## config.mk

```make
export PLATFORM = sky130hd
export DESIGN_NAME = bbs_rng_stream_flat
export DESIGN_NICKNAME = d
export VERILOG_FILES = /design/src/rtl/bbs_pkg.sv /design/src/rtl/bbs_rng_stream_if.sv /design/src/rtl/bbs_modsq_serial.sv /design/src/rtl/bbs_rng_stream.sv /design/src/flat_wrapper.sv
export SDC_FILE = /design/constraint.sdc
export NUM_CORES = 1
export LEC_CHECK = 0
export ABC_AREA = 1
export CAP_MARGIN = 5
export CORE_MARGIN = 5
export CORE_UTILIZATION = 25
export CTS_BUF_LIST = sky130_fd_sc_hd__clkbuf_16
export DETAILED_ROUTE_END_ITERATION = 10
export SYNTH_ARGS = -nofsm -noshare
export SYNTH_HDL_FRONTEND = slang
export SYNTH_SLANG_ARGS = --single-unit
```

## constraint.sdc

```tcl
create_clock -name clk -period 9.1 [get_ports clk]
set_input_delay 1.365 -clock clk [delete_from_list [all_inputs] [get_ports clk]]
set_output_delay 1.365 -clock clk [all_outputs]
set_load 0.02 [all_outputs]
```

## src/rtl/bbs_pkg.sv

```systemverilog
// rtl/bbs_pkg.sv - shared types and modular helpers for the BBS random stream
package bbs_pkg;

    typedef enum logic {
        ST_IDLE = 1'b0,
        ST_SQ   = 1'b1
    } bbs_state_t;

    // Widest datapath the reduction helper supports (N_BITS + 1 for N_BITS <= 32).
    localparam int MAX_W = 33;

    function automatic logic [MAX_W-1:0] mod_add_sub(input logic [MAX_W-1:0] value,
                                                     input logic [MAX_W-1:0] modulus);
        return (value >= modulus) ? (value - modulus) : value;
    endfunction

    function automatic int word_iters(input int out_bits, input int bits_per_iter);
        return out_bits / bits_per_iter;
    endfunction

endpackage

```

## src/rtl/bbs_rng_stream_if.sv

```systemverilog
// rtl/bbs_rng_stream_if.sv - seed offer and random word stream bundle
interface bbs_rng_stream_if #(
    parameter int N_BITS   = 20,
    parameter int OUT_BITS = 8
);
    logic                seed_valid;
    logic                seed_ready;
    logic [N_BITS-1:0]   seed;
    logic                seed_err;
    logic                rnd_valid;
    logic                rnd_ready;
    logic [OUT_BITS-1:0] rnd_data;

    modport master (
        output seed_valid, seed, rnd_ready,
        input  seed_ready, seed_err, rnd_valid, rnd_data
    );

    modport slave (
        input  seed_valid, seed, rnd_ready,
        output seed_ready, seed_err, rnd_valid, rnd_data
    );
endinterface

```

## src/rtl/bbs_modsq_serial.sv

```systemverilog
// rtl/bbs_modsq_serial.sv - bit-serial interleaved a*a mod MODULUS in N_BITS cycles
module bbs_modsq_serial
    import bbs_pkg::*;
#(
    parameter int N_BITS  = 20,
    parameter int MODULUS = 272953
) (
    input  logic              clk,
    input  logic              reset_n,
    input  logic              start,
    input  logic [N_BITS-1:0] a,
    output logic              busy,
    output logic              done,
    output logic [N_BITS-1:0] result
);

    localparam int DW = N_BITS + 1;
    localparam int IW = $clog2(N_BITS);
    localparam logic [DW-1:0] MOD_W = DW'(MODULUS);

    logic [N_BITS-1:0] r_q;
    logic [N_BITS-1:0] a_q;
    logic [IW-1:0]     idx_q;
    logic              active_q;

    logic [DW-1:0]     dbl;
    logic [DW-1:0]     dbl_red;
    logic [DW-1:0]     acc;
    logic [N_BITS-1:0] acc_red;

    // Horner step, MSB first: r = 2r mod M, then r = r + a mod M when the scanned bit is set.
    always_comb begin
        dbl     = {r_q, 1'b0};
        dbl_red = DW'(mod_add_sub(MAX_W'(dbl), MAX_W'(MOD_W)));
        acc     = a_q[idx_q] ? (dbl_red + {1'b0, a_q}) : dbl_red;
        acc_red = N_BITS'(mod_add_sub(MAX_W'(acc), MAX_W'(MOD_W)));
    end

    always_ff @(posedge clk or negedge reset_n) begin
        if (!reset_n) begin
            r_q      <= '0;
            a_q      <= '0;
            idx_q    <= '0;
            active_q <= 1'b0;
        end else if (start && !active_q) begin
            r_q      <= '0;
            a_q      <= a;
            idx_q    <= IW'(N_BITS - 1);
            active_q <= 1'b1;
        end else if (active_q) begin
            r_q <= acc_red;
            if (idx_q == '0) begin
                active_q <= 1'b0;
            end else begin
                idx_q <= idx_q - 1'b1;
            end
        end
    end

    assign busy   = active_q;
    assign done   = active_q && (idx_q == '0);
    assign result = acc_red;

endmodule

```

## src/rtl/bbs_rng_stream.sv

```systemverilog
// rtl/bbs_rng_stream.sv - Blum Blum Shub generator packing harvested LSBs into a word stream
module bbs_rng_stream
    import bbs_pkg::*;
#(
    parameter int N_BITS        = 20,
    parameter int MODULUS       = 272953,
    parameter int OUT_BITS      = 8,
    parameter int BITS_PER_ITER = 1,
    parameter int DEFAULT_SEED  = 3
) (
    input  logic            clk,
    input  logic            reset_n,
    input  logic            enable,
    output logic            busy,
    bbs_rng_stream_if.slave bus
);

    localparam int WORD_ITERS = word_iters(OUT_BITS, BITS_PER_ITER);
    localparam int CW         = $clog2(WORD_ITERS + 1);
    localparam logic [CW-1:0]     CNT_FULL = CW'(WORD_ITERS);
    localparam logic [N_BITS-1:0] MOD_N    = N_BITS'(MODULUS);

    if (N_BITS < 2 || N_BITS > 31) begin : g_bad_width
        $error("bbs_rng_stream: N_BITS out of range");
    end
    if (MODULUS >= (1 << N_BITS)) begin : g_bad_modulus
        $error("bbs_rng_stream: MODULUS does not fit in N_BITS");
    end
    if (BITS_PER_ITER < 1 || BITS_PER_ITER > 4 || (OUT_BITS % BITS_PER_ITER) != 0) begin : g_bad_pack
        $error("bbs_rng_stream: OUT_BITS must be a multiple of BITS_PER_ITER (1..4)");
    end

    bbs_state_t          state_q, state_d;
    logic [N_BITS-1:0]   x_q;
    logic [OUT_BITS-1:0] col_q;
    logic [CW-1:0]       cnt_q;
    logic [OUT_BITS-1:0] rnd_data_q;
    logic                rnd_valid_q;
    logic                seed_err_q;

    logic                sq_start;
    logic                sq_done;
    logic [N_BITS-1:0]   sq_result;

    logic [OUT_BITS-1:0] col_next;
    logic [CW-1:0]       cnt_next;
    logic                seed_acc;
    logic                seed_bad;
    logic                out_free;
    logic                stalled;
    logic                load_from_sq;
    logic                load_from_hold;

    bbs_modsq_serial #(
        .N_BITS  (N_BITS),
        .MODULUS (MODULUS)
    ) u_modsq (
        .clk     (clk),
        .reset_n (reset_n),
        .start   (sq_start),
        .a       (x_q),
        .busy    (busy),
        .done    (sq_done),
        .result  (sq_result)
    );

    always_comb begin
        state_d  = state_q;
        sq_start = 1'b0;
        seed_acc = 1'b0;

        out_free = !rnd_valid_q || bus.rnd_ready;
        stalled  = (cnt_q == CNT_FULL) && rnd_valid_q;
        seed_bad = (bus.seed <= N_BITS'(1)) || (bus.seed >= MOD_N);
        col_next = (col_q << BITS_PER_ITER) | OUT_BITS'(sq_result[BITS_PER_ITER-1:0]);
        cnt_next = cnt_q + CW'(1);

        case (state_q)
            ST_IDLE: begin
                if (bus.seed_valid) begin
                    seed_acc = 1'b1;
                end else if (enable && !stalled) begin
                    sq_start = 1'b1;
                    state_d  = ST_SQ;
                end
            end
            ST_SQ: begin
                if (sq_done) begin
                    state_d = ST_IDLE;
                end
            end
            default: state_d = ST_IDLE;
        endcase

        // A full collector drains either straight from the finishing squaring or,
        // after backpressure, from the held copy once the output register frees up.
        load_from_sq   = sq_done && (cnt_next == CNT_FULL) && out_free;
        load_from_hold = (state_q == ST_IDLE) && !seed_acc && (cnt_q == CNT_FULL) && out_free;
    end

    always_ff @(posedge clk or negedge reset_n) begin
        if (!reset_n) begin
            state_q     <= ST_IDLE;
            x_q         <= N_BITS'(DEFAULT_SEED);
            col_q       <= '0;
            cnt_q       <= '0;
            rnd_data_q  <= '0;
            rnd_valid_q <= 1'b0;
            seed_err_q  <= 1'b0;
        end else begin
            state_q    <= state_d;
            seed_err_q <= seed_acc && seed_bad;

            if (seed_acc) begin
                if (!seed_bad) begin
                    x_q   <= bus.seed;
                    col_q <= '0;
                    cnt_q <= '0;
                end
            end else if (sq_done) begin
                x_q   <= sq_result;
                col_q <= load_from_sq ? '0 : col_next;
                cnt_q <= load_from_sq ? '0 : cnt_next;
            end else if (load_from_hold) begin
                col_q <= '0;
                cnt_q <= '0;
            end

            if (load_from_sq) begin
                rnd_data_q  <= col_next;
                rnd_valid_q <= 1'b1;
            end else if (load_from_hold) begin
                rnd_data_q  <= col_q;
                rnd_valid_q <= 1'b1;
            end else if (rnd_valid_q && bus.rnd_ready) begin
                rnd_valid_q <= 1'b0;
            end
        end
    end

    assign bus.seed_ready = (state_q == ST_IDLE);
    assign bus.seed_err   = seed_err_q;
    assign bus.rnd_valid  = rnd_valid_q;
    assign bus.rnd_data   = rnd_data_q;

endmodule

```

## src/flat_wrapper.sv

```systemverilog
// flat-port wrapper written by rule: the top's interface ports become plain ports
module bbs_rng_stream_flat import bbs_pkg::*;
#(
    parameter int N_BITS        = 20,
    parameter int MODULUS       = 272953,
    parameter int OUT_BITS      = 8,
    parameter int BITS_PER_ITER = 1,
    parameter int DEFAULT_SEED  = 3
)
  (clk, reset_n, enable, busy, bus_seed_valid, bus_seed, bus_rnd_ready, bus_seed_ready, bus_seed_err, bus_rnd_valid, bus_rnd_data);
  bbs_rng_stream_if #(.N_BITS(N_BITS), .OUT_BITS(OUT_BITS)) bus_i ();
  input  logic clk;
  input  logic reset_n;
  input  logic enable;
  output logic busy;
  input wire logic [$bits(bus_i.seed_valid)-1:0] bus_seed_valid;
  input wire logic [$bits(bus_i.seed)-1:0] bus_seed;
  input wire logic [$bits(bus_i.rnd_ready)-1:0] bus_rnd_ready;
  output wire logic [$bits(bus_i.seed_ready)-1:0] bus_seed_ready;
  output wire logic [$bits(bus_i.seed_err)-1:0] bus_seed_err;
  output wire logic [$bits(bus_i.rnd_valid)-1:0] bus_rnd_valid;
  output wire logic [$bits(bus_i.rnd_data)-1:0] bus_rnd_data;
  assign bus_i.seed_valid = bus_seed_valid;
  assign bus_i.seed = bus_seed;
  assign bus_i.rnd_ready = bus_rnd_ready;
  assign bus_seed_ready = bus_i.seed_ready;
  assign bus_seed_err = bus_i.seed_err;
  assign bus_rnd_valid = bus_i.rnd_valid;
  assign bus_rnd_data = bus_i.rnd_data;
  bbs_rng_stream #(.N_BITS(N_BITS), .MODULUS(MODULUS), .OUT_BITS(OUT_BITS), .BITS_PER_ITER(BITS_PER_ITER), .DEFAULT_SEED(DEFAULT_SEED)) u_core (.clk(clk), .reset_n(reset_n), .enable(enable), .busy(busy), .bus(bus_i));
endmodule
```

Word level (Yosys, flattened, before mapping). Index checks and enable logic that the tools add are counted. W data, S select, Z words.

Equality and inequality tests: 4. Multiplexer cells: 38. Reduce and logical (&&, ||, !) cells: 26. Magnitude comparators: 5. $add $sub $neg: 5. Bitwise gates (word level): 2.

Operators with widths (number): $mux W20 (6); $mux W8 (7); $ge A21 B19 Y1 const B (2); $mux W21 (2); $add A21 B20 Y21 (1); $sub A21 B19 Y21 const B (1); $ge A20 B19 Y1 const B (1); $le A20 B1 Y1 const B (1); $mux W4 (5); $sub A20 B19 Y20 const B (1); $mux W5 (3); $mux W1 (13); $logic_and A1 B1 Y1 (11); $eq A4 B4 Y1 const B (2); $or A8 B1 Y8 (1); $lt A5 B6 Y1 const B (1); $reduce_and A2 Y1 (3); $reduce_bool A2 Y1 (3); $reduce_bool A3 Y1 (2); $bmux W1 S5 (1); $logic_not A5 Y1 (1); $sub A5 B1 Y5 const B (1); $add A4 B1 Y4 const B (1); $logic_not A1 Y1 (4); 4 further kinds (6).

Register bits after elaboration: 89. Input port bits: 25.

Logic depth before layout (Yosys ltp).
Depth after elaboration: 10. Gate-level depth with buffers: 35. Gate-level depth less buffers: 34.

Cells and area by module. From an unflattened synthesis, not the netlist that was laid out.

Cell total of the unflattened synthesis: 1300. Area total of the unflattened synthesis: 8116.5 µm².

Modules (own cells, without submodules): bbs_modsq_serial (area an instance 5749.3 µm², seq. area each 1151.1 µm², instances 1, cells an instance 966); bbs_rng_stream (area an instance 2367.3 µm², seq. area each 1078.5 µm², instances 1, cells an instance 334).

Worst setup path before layout. Ideal clock, no wire load.

Path kind: register to register. Start: register u_core.u_modsq.r_q[0]. End: register u_core.u_modsq.r_q[0]. Path slack: 5.196 ns. Arrival: 3.778 ns. Required time: 8.974 ns. Cell stages (with the launch flop): 29. Setup time: 0.126 ns. Path through: dfrtp_1 -> inv_1 -> ha_1 -> inv_1 -> nand4_1 -> nand2_1 -> nand3_4 -> nand2_4 -> buf_6 -> buf_8 -> ha_1 -> fa_1 -> nand3_1 -> nand3_1 -> nand2_1 -> nand2_1 -> nand2_1 -> nand2_1 -> a21boi_0 -> nor2_2 -> nand3_1 -> nand3_1 -> nand2_1 -> a21oi_2 -> buf_4 -> buf_8 -> nand4_2 -> nand3_1 -> o21ai_1.

Cells in the longest elaborated chain, start to end: 8. Elaborated cells on any way between the ends: 10.

Ends and longest elaborated chain: start: declaration (RTL line bbs_modsq_serial.sv:21) `logic [N_BITS-1:0] r_q;`; start signal: assignment (RTL line bbs_modsq_serial.sv:51) `r_q <= acc_red;`; $sub A21 B19 Y21 or $ge A21 B19 Y1 (tied branches) (RTL line bbs_pkg.sv:14) `return (value >= modulus) ? (value - modulus) : value;`; $mux W21 (*) (RTL line bbs_pkg.sv:14); $add A21 B20 Y21 (RTL line bbs_modsq_serial.sv:35) `acc = a_q[idx_q] ? (dbl_red + {1'b0, a_q}) : dbl_red;`; $mux W21 (*) (RTL line bbs_modsq_serial.sv:35); $ge A21 B19 Y1 or $sub A20 B19 Y20 (tied branches) (RTL line bbs_pkg.sv:14); $mux W20 (*) (RTL line bbs_pkg.sv:14); $mux W20 (*) (RTL line bbs_modsq_serial.sv:50) `end else if (active_q) begin`; $mux W20 (*) (RTL line bbs_modsq_serial.sv:45) `end else if (start && !active_q) begin`.

Mark *: on every way between the ends. The rest lies on a longest branch, timed or not. The select of a mux whose other input is x is not followed. A chain may end at the register's enable or synchronous reset.

Worst setup path in the final report.
Start: register u_core.u_modsq.r_q[0]. End: register u_core.u_modsq.r_q[14].

Cells in the longest elaborated chain, start to end: 8. Elaborated cells on any way between the ends: 10.

Ends and longest elaborated chain (RTL line): $sub A21 B19 Y21 or $ge A21 B19 Y1 (tied branches) (bbs_pkg.sv:14); $mux W21 (*) (bbs_pkg.sv:14); $add A21 B20 Y21 (bbs_modsq_serial.sv:35); $mux W21 (*) (bbs_modsq_serial.sv:35); $sub A20 B19 Y20 or $ge A21 B19 Y1 (tied branches) (bbs_pkg.sv:14); $mux W20 (*) (bbs_pkg.sv:14); $mux W20 (*) (bbs_modsq_serial.sv:50); $mux W20 (*) (bbs_modsq_serial.sv:45).

Marks and branches as above.

==> impl_metrics.yaml <==
power:
  powerDensity_nw_per_um2: 90.1
  leakage_nw: 4.42
  vdd.ir_drop.worst_mv: 0.0696
  p_total_mw: 0.781
worst_setup_path:
  required_ns: 9.37
  end_kind: "register"
  worstPathMaxFanout: 29
  cp-start-kind: "register"
  crit_path_max_incr_delay_ns: 0.90
  crit_path_top_delay_cell: "nand3_1"
  crit_type: "reg -> reg"
  crit_path_frequent_cell: "nand2_1"
  cp.arrival_ns: 6.18
sta:
  tns_ns: 0
  finalMaxSlewViolations: 0
  worstMarginPinSlew_ns: 1.09
  rsz0062_at_grt: "no"
  slew_headroom: 0.273
  hold_violations: 0
  fin_crit_ns: 5.91
  fin_crit_sh: 0.649
  setup_viol: 0
  finClkSkew_ns: 0.00907
  fmaxAchievable_mhz: 169
placed_design:
  post-dp-hpwl_um: 21400
  gp_congestion: 0.959
  portBuffers: 36
cells_and_area:
  seqCellArea_um2: 2230
  drive_gt1_frac: 0.0656
  final_cell_mix: "nand2_1 (487), inv_1 (133), nand3_1 (111), nor2_1 (104), dfrtp_1 (87)"
  area.growth.synth_to_final_pct: 12.0
  fillers: 3437
  multi_input_area_um2: 4720
  nNetsFinal: 1313
  layout.cells.most_common: "nand2_1"
  diodes: 0
logic_synthesis:
  synth_cells: 1242
  async_flop_share: 1.00
  ys_types: 48
  syn_avg_cell_area_um2: 6.23
  ys_ff_latch: 89
  yosys_warnings: 0
  syn_nets: 1294
  yosys_most_used_dff: "dfrtp_1"
  syn_area_um2: 7730
  synth_edf_count: 0
  seq_area_frac_synth: 0.288
clock_tree:
  clock_path_buffers: 2
  post_cts_resized: 0
  post-cts-setup-buffers: 0
  cts-buffers-inserted: 9
  cts_tree: "built"
  holdBufCountCts: 0
  clkLatencyLatePin_ns: 0.35
  cts_sinks: 89
  clkSlewWorstSetupHoldPaths_ns: 0.07
  htreeDepth: 3
  cts-root-buf: "clkbuf_16"
flow_run:
  drv_cap: 0
die:
  num_rows: 64
  initial_utilization: 0.253
  die_h_um: 186
  dieArea_um2: 34500
  pin_count: 37
  core_area_um2: 30600
  fp.dieW_um: 186
drt:
  drc: 0
  wl_per_cell_um: 16.2
  via_per_inst: 4.85
  wl_met2_um: 11600
  vias: 8057
  ant_nets: 0
  drt_iter0_drc: 781
  dr.max_layer_used: "met5"
  met3_length_um: 1840
  met1Wirelength_um: 13000
  finalWirelength_um: 26900
  drt_pass1_iterations: 6
global_route:
  overflow: 0
  grt_pass1_wl_um: 42500
  grt_usage: 0.157
  grt_start_max_net_pins: 65
  grt_pass1_vias: 7622
  antenna_found_initial: 1
run_status:
  status: "finished, final reports clean"
worst_hold_path:
  min_path_type: "reg -> reg"
registers in the layout (all words and copies together) (netlist names):
register,count
u_core.u_modsq.busy,1
u_core.bus.rnd_data,8
u_core.col_q,8
u_core.u_modsq.idx_q,5
u_core.u_modsq.r_q,20
u_core.bus.rnd_valid,1
u_core.bus.seed_err,1
u_core.u_modsq.a_q,20
u_core.cnt_q,4
u_core.x_q,20
u_core.state_q,1
layout make-up:
cell class,instances,area share
multi-input cells,970,0.545
flip-flops and latches,89,0.257
clock inverters,7,0.00419
repair buffers,39,0.0439
clock buffers,9,0.0260
inverters,152,0.0659
well taps,396,0.0572
cell usage after synthesis, types with 5 or more instances:
master	n	share of area
a21oi_1	32	0.021
a221oi_1	5	0.0057
buf_2	6	0.0039
buf_4	5	0.0049
buf_6	6	0.0087
clkbuf_1	12	0.0058
dfrtp_1	87	0.28
ha_1	26	0.042
inv_1	132	0.064
inv_2	16	0.0078
nand2_1	487	0.24
nand2_2	13	0.011
nand3_1	111	0.072
nand3b_1	5	0.0049
nand4_1	23	0.019
nand4_2	10	0.016
nor2_1	104	0.050
nor2_2	14	0.011
nor3_1	7	0.0045
nor4_1	6	0.0049
o21ai_0	48	0.031
o21ai_1	15	0.0097
o22ai_1	9	0.0073
xnor2_1	6	0.0068
xor2_1	18	0.020
path summary, 6_finish.rpt:
check                                                   from                                  to  slack [ns]  cells after the start
hold reg to reg                    u_core.x_q[3]$_DFFE_PN0P_   u_core.u_modsq.a_q[3]$_DFFE_PN0P_        0.47                      2
hold / removal                     u_core.x_q[3]$_DFFE_PN0P_   u_core.u_modsq.a_q[3]$_DFFE_PN0P_        0.47                      2
min in group asynchronous                            reset_n   u_core.u_modsq.a_q[8]$_DFFE_PN0P_        0.92                      1
max in group asynchronous                            reset_n   u_core.u_modsq.r_q[5]$_DFFE_PN0P_        7.02                      2
setup reg to reg           u_core.u_modsq.r_q[0]$_DFFE_PN0P_  u_core.u_modsq.r_q[14]$_DFFE_PN0P_        3.19                     26
setup / recovery           u_core.u_modsq.r_q[0]$_DFFE_PN0P_  u_core.u_modsq.r_q[14]$_DFFE_PN0P_        3.19                     26
per-layer routing:
metal,track usage,vias to the layer above
li1,-,4012
met1,0.234,3737
met2,0.240,275
met3,0.0279,31
met4,0.0315,2
met5,0,-
power breakdown:
part	internal, mW	total, mW	switching, mW	leakage (nW)
clock	0.182	0.344	0.162	0.130
combinational	0.0154	0.0347	0.0193	3.31
sequential	0.399	0.401	0.00221	0.980
metrics by stage:
stage	setup slack (ns)	util	hold slack (ns)	cell area, um^2	instances
2_1_floorplan	5.20	-	0.448	7730	1242
3_3_place_gp	3.31	0.275	0.459	8400	1646
3_5_place_dp	3.35	0.275	0.461	8400	1646
4_1_cts	3.31	0.283	0.473	8660	1662
5_1_grt	2.60	0.283	0.487	8660	1662
6_report	3.19	0.283	0.471	8660	1662
kinds of logic (layout without fill, tap and decap cells):
| logic type | Yosys count | in the layout | share of synthesized area |
|---|---|---|---|
| AND/OR/NAND/NOR | 794 | 794 | 0.447 |
| XOR/XNOR | 24 | 24 | 0.0272 |
| adder cells (fa/ha/maj) | 27 | 27 | 0.0447 |
| buffers and inverters | 183 | 207 | 0.101 |
| AO/OA/AOI/OAI | 125 | 125 | 0.0922 |
| flip-flops | 89 | 89 | 0.288 |
worst max-delay path, delay by kind of cell, from the launching register on:
family / cells / cell delay [ns]
simple gates: 18 / 3.92
xor+xnor: 1 / 0.08
flops: 1 / 0.41
buf+inv: 3 / 0.30
fa+ha+maj: 2 / 0.78
compound gates: 2 / 0.33
(Power assumes the default switching activity.)
